[src/rtl/oven_cook_timer.sv]
// Cook-time countdown: BCD MM:SS loaded by +1 min / +10 s buttons,
// counted down at 1 Hz with the heater on, then a timed done alarm.
module oven_cook_timer #(
   parameter int unsigned TICK_DIV   = 50000000,
   parameter int unsigned ALARM_SECS = 5
) (
   input  logic       clk,
   input  logic       reset,
   input  logic       add_min,
   input  logic       add_10s,
   input  logic       start,
   input  logic       stop,
   output logic [3:0] sec_ones,
   output logic [3:0] sec_tens,
   output logic [3:0] min_ones,
   output logic [3:0] min_tens,
   output logic       heater_on,
   output logic       paused,
   output logic       done_alarm,
   output logic [0:6] Hex0,
   output logic [0:6] Hex1,
   output logic [0:6] Hex2,
   output logic [0:6] Hex3
);

   localparam int unsigned PW = (TICK_DIV > 1) ? $clog2(TICK_DIV) : 1;
   localparam int unsigned AW = (ALARM_SECS > 1) ? $clog2(ALARM_SECS) : 1;

   typedef enum logic [1:0] {IDLE, RUN, PAUSE, DONE} state_t;

   state_t        state, state_n;
   logic [PW-1:0] presc, presc_n;
   logic [AW-1:0] acnt, acnt_n;
   logic [15:0]   cur, cur_n, add_t, dec_t;
   logic [7:0]    add_m;
   logic [3:0]    a_st, a_so;
   logic [3:0]    d_so, d_st, d_mo, d_mt;
   logic          b0, b1, b2;
   logic          tick, is_zero, is_one, any_add;

   // Minutes +1 with BCD carry; holds at 99.
   function automatic logic [7:0] inc_min(input logic [7:0] m);
      if (m == 8'h99)
         return m;
      else if (m[3:0] == 4'd9)
         return {m[7:4] + 4'd1, 4'd0};
      else
         return {m[7:4], m[3:0] + 4'd1};
   endfunction

   // Active-low a..g segment pattern, index 0 = a; 10-15 blank.
   function automatic logic [0:6] seg7(input logic [3:0] d);
      case (d)
         4'd0:    return 7'b0000001;
         4'd1:    return 7'b1001111;
         4'd2:    return 7'b0010010;
         4'd3:    return 7'b0000110;
         4'd4:    return 7'b1001100;
         4'd5:    return 7'b0100100;
         4'd6:    return 7'b0100000;
         4'd7:    return 7'b0001111;
         4'd8:    return 7'b0000000;
         4'd9:    return 7'b0000100;
         default: return 7'b1111111;
      endcase
   endfunction

   assign cur     = {min_tens, min_ones, sec_tens, sec_ones};
   assign is_zero = (cur == 16'h0000);
   assign is_one  = (cur == 16'h0001);
   assign any_add = add_min | add_10s;
   assign tick    = ((state == RUN) || (state == DONE)) && (presc == PW'(TICK_DIV - 1));

   assign heater_on  = (state == RUN);
   assign paused     = (state == PAUSE);
   assign done_alarm = (state == DONE);

   assign Hex0 = seg7(sec_ones);
   assign Hex1 = seg7(sec_tens);
   assign Hex2 = seg7(min_ones);
   assign Hex3 = seg7(min_tens);

   // Button arithmetic: minute increment first, then +10 s with carry and 99:59 saturation.
   always_comb begin
      add_m = {min_tens, min_ones};
      a_st  = sec_tens;
      a_so  = sec_ones;
      if (add_min)
         add_m = inc_min(add_m);
      if (add_10s) begin
         if (sec_tens == 4'd5) begin
            if (add_m == 8'h99) begin
               a_st = 4'd5;
               a_so = 4'd9;
            end else begin
               a_st  = 4'd0;
               add_m = inc_min(add_m);
            end
         end else begin
            a_st = sec_tens + 4'd1;
         end
      end
      add_t = {add_m, a_st, a_so};
   end

   // One-second BCD decrement with borrow chain through all four digits.
   always_comb begin
      b0   = (sec_ones == 4'd0);
      d_so = b0 ? 4'd9 : sec_ones - 4'd1;
      b1   = b0 && (sec_tens == 4'd0);
      d_st = b0 ? ((sec_tens == 4'd0) ? 4'd5 : sec_tens - 4'd1) : sec_tens;
      b2   = b1 && (min_ones == 4'd0);
      d_mo = b1 ? ((min_ones == 4'd0) ? 4'd9 : min_ones - 4'd1) : min_ones;
      d_mt = b2 ? min_tens - 4'd1 : min_tens;
      dec_t = {d_mt, d_mo, d_st, d_so};
   end

   // Next-state, digit, prescaler and alarm-counter logic; stop > start > adds.
   always_comb begin
      state_n = state;
      cur_n   = cur;
      acnt_n  = acnt;
      presc_n = presc;
      if ((state == RUN) || (state == DONE))
         presc_n = tick ? '0 : presc + PW'(1);
      unique case (state)
         IDLE: begin
            if (stop) begin
               cur_n = '0;
            end else if (start && !is_zero) begin
               state_n = RUN;
               presc_n = '0;
            end else if (any_add) begin
               cur_n = add_t;
            end
         end
         RUN: begin
            if (stop) begin
               state_n = PAUSE;
            end else if (tick) begin
               // A tick wins over a same-cycle add; reaching 00:00 enters DONE on this edge.
               cur_n = dec_t;
               if (is_one) begin
                  state_n = DONE;
                  presc_n = '0;
                  acnt_n  = '0;
               end
            end else if (any_add) begin
               cur_n = add_t;
            end
         end
         PAUSE: begin
            if (stop) begin
               state_n = IDLE;
               cur_n   = '0;
            end else if (start) begin
               state_n = RUN;
               presc_n = '0;
            end else if (any_add) begin
               cur_n = add_t;
            end
         end
         DONE: begin
            cur_n = '0;
            if (stop) begin
               state_n = IDLE;
            end else if (tick) begin
               if (acnt == AW'(ALARM_SECS - 1))
                  state_n = IDLE;
               else
                  acnt_n = acnt + AW'(1);
            end
         end
         default: state_n = IDLE;
      endcase
   end

   // State and datapath registers with synchronous reset.
   always_ff @(posedge clk) begin
      if (reset) begin
         state    <= IDLE;
         presc    <= '0;
         acnt     <= '0;
         min_tens <= '0;
         min_ones <= '0;
         sec_tens <= '0;
         sec_ones <= '0;
      end else begin
         state    <= state_n;
         presc    <= presc_n;
         acnt     <= acnt_n;
         min_tens <= cur_n[15:12];
         min_ones <= cur_n[11:8];
         sec_tens <= cur_n[7:4];
         sec_ones <= cur_n[3:0];
      end
   end

endmodule
[config.mk]
export PLATFORM = sky130hd
export DESIGN_NAME = oven_cook_timer
export DESIGN_NICKNAME = d
export VERILOG_FILES = /design/src/rtl/oven_cook_timer.sv
export SDC_FILE = /design/constraint.sdc
export NUM_CORES = 1
export LEC_CHECK = 0
export CORE_MARGIN = 2
export CORE_UTILIZATION = 55
export CTS_CLUSTER_DIAMETER = 200
export DETAILED_ROUTE_END_ITERATION = 16
export DONT_BUFFER_PORTS = 1
export PLACE_DENSITY = 0.7
export SLEW_MARGIN = 0
export SYNTH_ARGS = -nofsm -noshare
export SYNTH_HDL_FRONTEND = slang
export SYNTH_SLANG_ARGS = --single-unit
export TNS_END_PERCENT = 1
[constraint.sdc]
create_clock -name clk -period 6.1 [get_ports clk]
set_input_delay 1.83 -clock clk [delete_from_list [all_inputs] [get_ports clk]]
set_output_delay 1.83 -clock clk [all_outputs]
set_load 0.03 [all_outputs]
* Word-level counts from Yosys, hierarchy flattened
Memory sizes are Yosys's and may differ from the RTL's. A register that Yosys moved wholly into a read port is not among the register bits. Index checks and enable logic that the tools add are counted.
Operators by class: mux-type cells 63, add/sub/neg operators 11, bitwise operators 1, equality and inequality tests 29, reduce and logical (&&, ||, !) cells 18
Operators with widths (count):
- $mux W26 | 9
- $mux W16 | 7
- $pmux W26 S3 | 1
- $mux W4 | 19
- $pmux W16 S4 | 1
- $mux W8 | 7
- $add A26 B1 Y26 const B | 1
- $eq A26 B26 Y1 const B | 1
- $mux W3 | 7
- $add A4 B1 Y4 const B | 5
- $mux W2 | 10
- $ne A3 B3 Y1 const B | 6
- $eq A16 B1 Y1 const B | 1
- $eq A8 B8 Y1 const B | 2
- $logic_not A16 Y1 | 1
- $sub A4 B1 Y4 const B | 4
- $reduce_and A7 Y1 | 2
- $logic_not A4 Y1 | 3
- $ne A3 B2 Y1 const B | 4
- $reduce_and A4 Y1 | 3
- $ne A2 B2 Y1 const B | 5
- $eq A4 B4 Y1 const B | 2
- $pmux W2 S4 | 1
- $ne A2 B1 Y1 const B | 3
- 13 further kinds | 17
Word-level totals: input bits 6, bits in registers 47, ROM bits 448, memories kept 4, output and inout port bits 47
Memories:
- (no name shown) | words 16, bits a word 7, read ports 1, clocked after Yosys merged registers in 1, wr ports 0, RTL line 53 | case (d)
- (no name shown) | words 16, bits a word 7, read ports 1, clocked after Yosys merged registers in 1, wr ports 0, RTL line 53
- (no name shown) | words 16, bits a word 7, read ports 1, clocked after Yosys merged registers in 1, wr ports 0, RTL line 53
- (no name shown) | words 16, bits a word 7, read ports 1, clocked after Yosys merged registers in 1, wr ports 0, RTL line 53

* Longest topological paths before layout
word-level depth 15, depth in mapped cells 18

* Worst setup path before layout
No wires, ideal clock.
path kind input to register, start point in add_min, end point reg Hex2[1] (netlist name), path slack 1.129 ns, arrival 4.854 ns, library setup time 0.117 ns, stages on the path 16, cells stage by stage buf_2 -> and4b_1 -> nand2_1 -> a21boi_0 -> ha_1 -> inv_1 -> nor4_1 -> o211ai_1 -> o211ai_1 -> a311oi_1 -> a211oi_1 -> inv_1 -> ha_1 -> inv_1 -> o21bai_1 -> a22o_1
Between the ends: longest elaborated chain between the ends 12, elaborated cells between the ends (all ways) 19, those cells by class add/sub: 1; eq/ne: 2; mux: 15; bitwise: 1
Ends and longest elaborated chain:
- start: declaration | RTL line 9 | input logic add_min,
- $mux W8 | RTL line 88 | if (add_min)
- $add A4 B1 Y4 or $eq A4 B4 Y1 (tied branches) | RTL line 48, 45
- $mux W8 | RTL line 45 | else if (m[3:0] == 4'd9)
- $mux W8 | RTL line 92 | if (add_m == 8'h99) begin
- $mux W8 | RTL line 91 | if (sec_tens == 4'd5) begin
- $mux W8 | RTL line 90 | if (add_10s) begin
- $mux W16 (*) | RTL line 133, 148, 159
- $mux W16, on equally long branches | RTL line 156, 130, 140
- $mux W16, on equally long branches | RTL line 153, 128, 138
- $pmux W16 S4 (*) | RTL line 126 | unique case (state)
- $mux W4 (no line) (*) (2 in series)
Mark *: on every way between the ends. The rest lies on a longest branch, timed or not. The select of a mux whose other input is x is not followed. A chain may end at the register's enable or synchronous reset.

* Worst setup path after layout
start point in add_min, end point reg Hex2[1] (netlist name)
Between the ends: longest elaborated chain between the ends 12, elaborated cells between the ends (all ways) 19, those cells by class add/sub: 1; eq/ne: 2; mux: 15; bitwise: 1
Ends and longest elaborated chain (RTL line):
- $mux W8 | 88
- $add A4 B1 Y4 or $eq A4 B4 Y1 (tied branches) | 48, 45
- $mux W8 | 45
- $mux W8 | 92
- $mux W8 | 91
- $mux W8 | 90
- $mux W16 (*) | 133, 148, 159
- $mux W16, on equally long branches | 156, 130, 140
- $mux W16, on equally long branches | 153, 128, 138
- $pmux W16 S4 (*) | 126
- $mux W4 (no line) (*) (2 in series)
Marked as above.

==> flow_summary.json <==
{
  "slowest_stage": "a211oi_1",
  "r2r-start": "min_ones[1]$_SDFFE_PP0P_",
  "cp-endpoint": "Hex2[1]$_DFF_P_",
  "critPathMaxStageDelay_ns": 0.47,
  "cts.clk_slew.worst_paths_ns": 0.08,
  "fin_crit_sh": 0.817,
  "ctsHoldBuffers": 0,
  "final_hold_viol_count": 0,
  "critPathMaxFanout": 10,
  "yosys_warnings": 0,
  "wl_met2_um": 6050,
  "cts_resized": 0,
  "first_iter_violations": 308,
  "hpwlAfterDp_um": 8830,
  "crit_path_end_kind": "flop",
  "rsz0062_at_grt": "false",
  "synth-edff-count": 0,
  "crit_top_cell": "inv_1",
  "worstReg2RegEnd": "Hex2[1]$_DFF_P_",
  "finalMaxSlewViolations": 0,
  "arrival_ns": 5.24,
  "synth.area.top_cells": "dfxtp_1, ha_1, nor2_1, a21oi_1, nand2_1",
  "wl_met3_um": 601,
  "firstDrtPassIters": 5,
  "synth_cells": 639,
  "h-tree-depth": 3,
  "grtUsageTotal": 0.248,
  "hp-class": "reg2reg",
  "fin_skew_ns": 0.00720,
  "grt_max_degree": 28,
  "place.gp.congestion": 0.872,
  "final_nets": 671,
  "max_slew_margin": 0.425,
  "ff2ff_setup_slack_ns": 1.43,
  "antenna_found_initial": 0,
  "core_area_sq_um": 9240,
  "synth_top_cell_by_area": "dfxtp_1",
  "worstSetupStartpointType": "input pin",
  "yosys.cell_types.count": 89,
  "drive_above_1_share": 0.0752,
  "max_freq_ghz": 0.201,
  "die_area_sq_um": 10400,
  "crit_buf_inv": 3,
  "cp.required_ns": 6.35,
  "portBuffers": 0,
  "die_h_um": 102,
  "fin_area_sq_um": 5550,
  "yosys-top-cells-count": "dfxtp_1, nor2_1, ha_1, nand2_1, a21oi_1",
  "rows": 35,
  "postCtsSetupBuffers": 0,
  "route.detailed.drc": 0,
  "netlist_area_sq_um": 5260,
  "grt_pass1_wl_um": 20600,
  "diodes": 0,
  "clockRootBuffer": "clkbuf_8",
  "initial_core_util": 0.569,
  "synthFlopType": "dfxtp_1",
  "outcome": "completed",
  "ios": 53,
  "max-clock-path-buffers": 2,
  "cts_tree": "done",
  "yosysSeqAreaShare": 0.286,
  "drtAntennaViolNets": 0,
  "placed_area_sq_um": 5270,
  "power_leakage_nw": 2.20,
  "fill_cells": 843,
  "critPathLaunch": "add_min",
  "routedLengthMet1_um": 5470,
  "routed.top_layer": "met4",
  "seq_area_sq_um": 1500,
  "synth_top_cell_area_share": 0.286,
  "avgSynthCellArea_sq_um": 8.23,
  "wire_per_inst_um": 16.4,
  "r2r_cells": 17,
  "insertion_delay_ns": 0.36,
  "cp_num_cells": 15,
  "yosys_register_bits": 75,
  "multiInputGateArea_sq_um": 3420,
  "cts_sinks": 75,
  "powerDensity_nw_per_um2": 240,
  "routed_wl_um": 12300,
  "syn_nets": 690,
  "die_w_um": 102,
  "critical_path.cell_chain": "and4b_1 -> nand2_1 -> a21boi_0 -> ha_1 -> inv_1 -> nor4_1 -> o211ai_1 -> o211ai_1 -> a311oi_1 -> a211oi_1 -> inv_1 -> ha_1 -> inv_1 -> o21bai_1 -> a22o_1",
  "crit_type": "in2reg",
  "vias_per_cell": 6.03,
  "synth.most_common_cell": "dfxtp_1",
  "fin_util": 0.600,
  "setup-violations-final": 0,
  "vias": 4545,
  "ir_worst_vdd_mv": 0.187,
  "fin_setup_tns_ns": 0,
  "grt_pass1_vias": 4371,
  "worstMarginPinSlew_ns": 0.862,
  "cts_made_buffers": 9,
  "maxCapViolations": 0,
  "grt_overflow": 0,
  "area_growth_syn_to_layout_pct": 5.45,
  "critPathTopFamily": "compound AO/OA/AOI/OAI gates",
  "period_minus_slack_ns": 4.99,
  "async_flop_share": 0
}
==> registers in the layout, indices dropped and copies added (netlist names) <==
name and cells:
Hex0 7, min_ones 4, state 2, presc 26, acnt 3, min_tens 4, sec_tens 4, Hex1 7
Hex2 7, Hex3 7, sec_ones 4
==> metal layers <==
metal  global-route usage  up-vias
met1                0.301     2153
met3               0.0649       23
met5                    0        -
met2                0.418      114
met4               0.0998        0
li1                     -     2255
==> tightest hold or removal path, cell delays in order (launching register included) <==
cell     delay (ns)
dfxtp_1        0.33
nand2_1        0.06
a21oi_1        0.05
==> layout by cell type, fill, tap and decap left out, drive strengths merged, types with 9 or more instances in the layout <==
cell type	netlist	final
a21oi	45	45
nor3	9	9
o21ai	42	42
inv	44	44
nand4	11	11
ha	45	45
dfxtp	75	75
nand2b	9	9
clkbuf	17	12
xnor2	13	13
o211ai	11	11
xor2	17	17
nand2	44	44
nor2	59	59
nand3	22	22
o31ai	9	9
and3	11	11
==> area by class of cell <==
cell class / instances / area share
multi-input combinational: 487 / 0.617
sequential: 75 / 0.271
inverter: 45 / 0.0305
tap: 129 / 0.0291
clock buffer: 12 / 0.0280
clock inverter: 4 / 0.0217
timing repair buffer: 2 / 0.00271
==> report_power, final <==
group | switching (W) | leakage (nW) | total, W | internal (W)
Clock | 0.000184 | 0.137 | 0.000520 | 0.000336
Sequential | 0.0000696 | 0.607 | 0.000584 | 0.000514
Combinational | 0.000140 | 1.45 | 0.000228 | 0.0000876
==> worst min-delay path by stage <==
stage | startpoint | endpoint | slack (ns) | cells after the start
4_1_cts | acnt[1]$_SDFFE_PP0P_ | acnt[1]$_SDFFE_PP0P_ | 0.47 | 2
6_report | acnt[1]$_SDFFE_PP0P_ | acnt[1]$_SDFFE_PP0P_ | 0.47 | 2
3_5_place_dp | acnt[1]$_SDFFE_PP0P_ | acnt[1]$_SDFFE_PP0P_ | 0.46 | 2
2_1_floorplan | acnt[1]$_SDFFE_PP0P_ | acnt[1]$_SDFFE_PP0P_ | 0.45 | 2
5_1_grt | acnt[1]$_SDFFE_PP0P_ | acnt[1]$_SDFFE_PP0P_ | 0.50 | 2
3_3_place_gp | acnt[1]$_SDFFE_PP0P_ | acnt[1]$_SDFFE_PP0P_ | 0.45 | 2
==> cell families after synthesis <==
family / after synthesis / synth area share
AOI/OAI and AO/OA: 182 / 0.246
xor gates and xnor gates: 30 / 0.0500
adders and majority gates: 45 / 0.107
buffers and inverters: 77 / 0.0635
DFF: 75 / 0.286
muxes: 9 / 0.0174
and+or+nand+nor: 221 / 0.231
==> through the flow <==
stage | cells | setup slack [ns] | hold WS, ns | power, W
global route | 754 | 0.731 | 0.497 | 0.00139
finish | 754 | 1.11 | 0.466 | 0.00133
global placement | 738 | 0.881 | 0.451 | 0.000817
CTS | 754 | 1.13 | 0.470 | 0.00134
floorplan | 639 | 1.13 | 0.449 | 0.000779
detailed placement | 738 | 0.756 | 0.459 | 0.000821
Note: power is estimated with default switching activity, not from simulation.
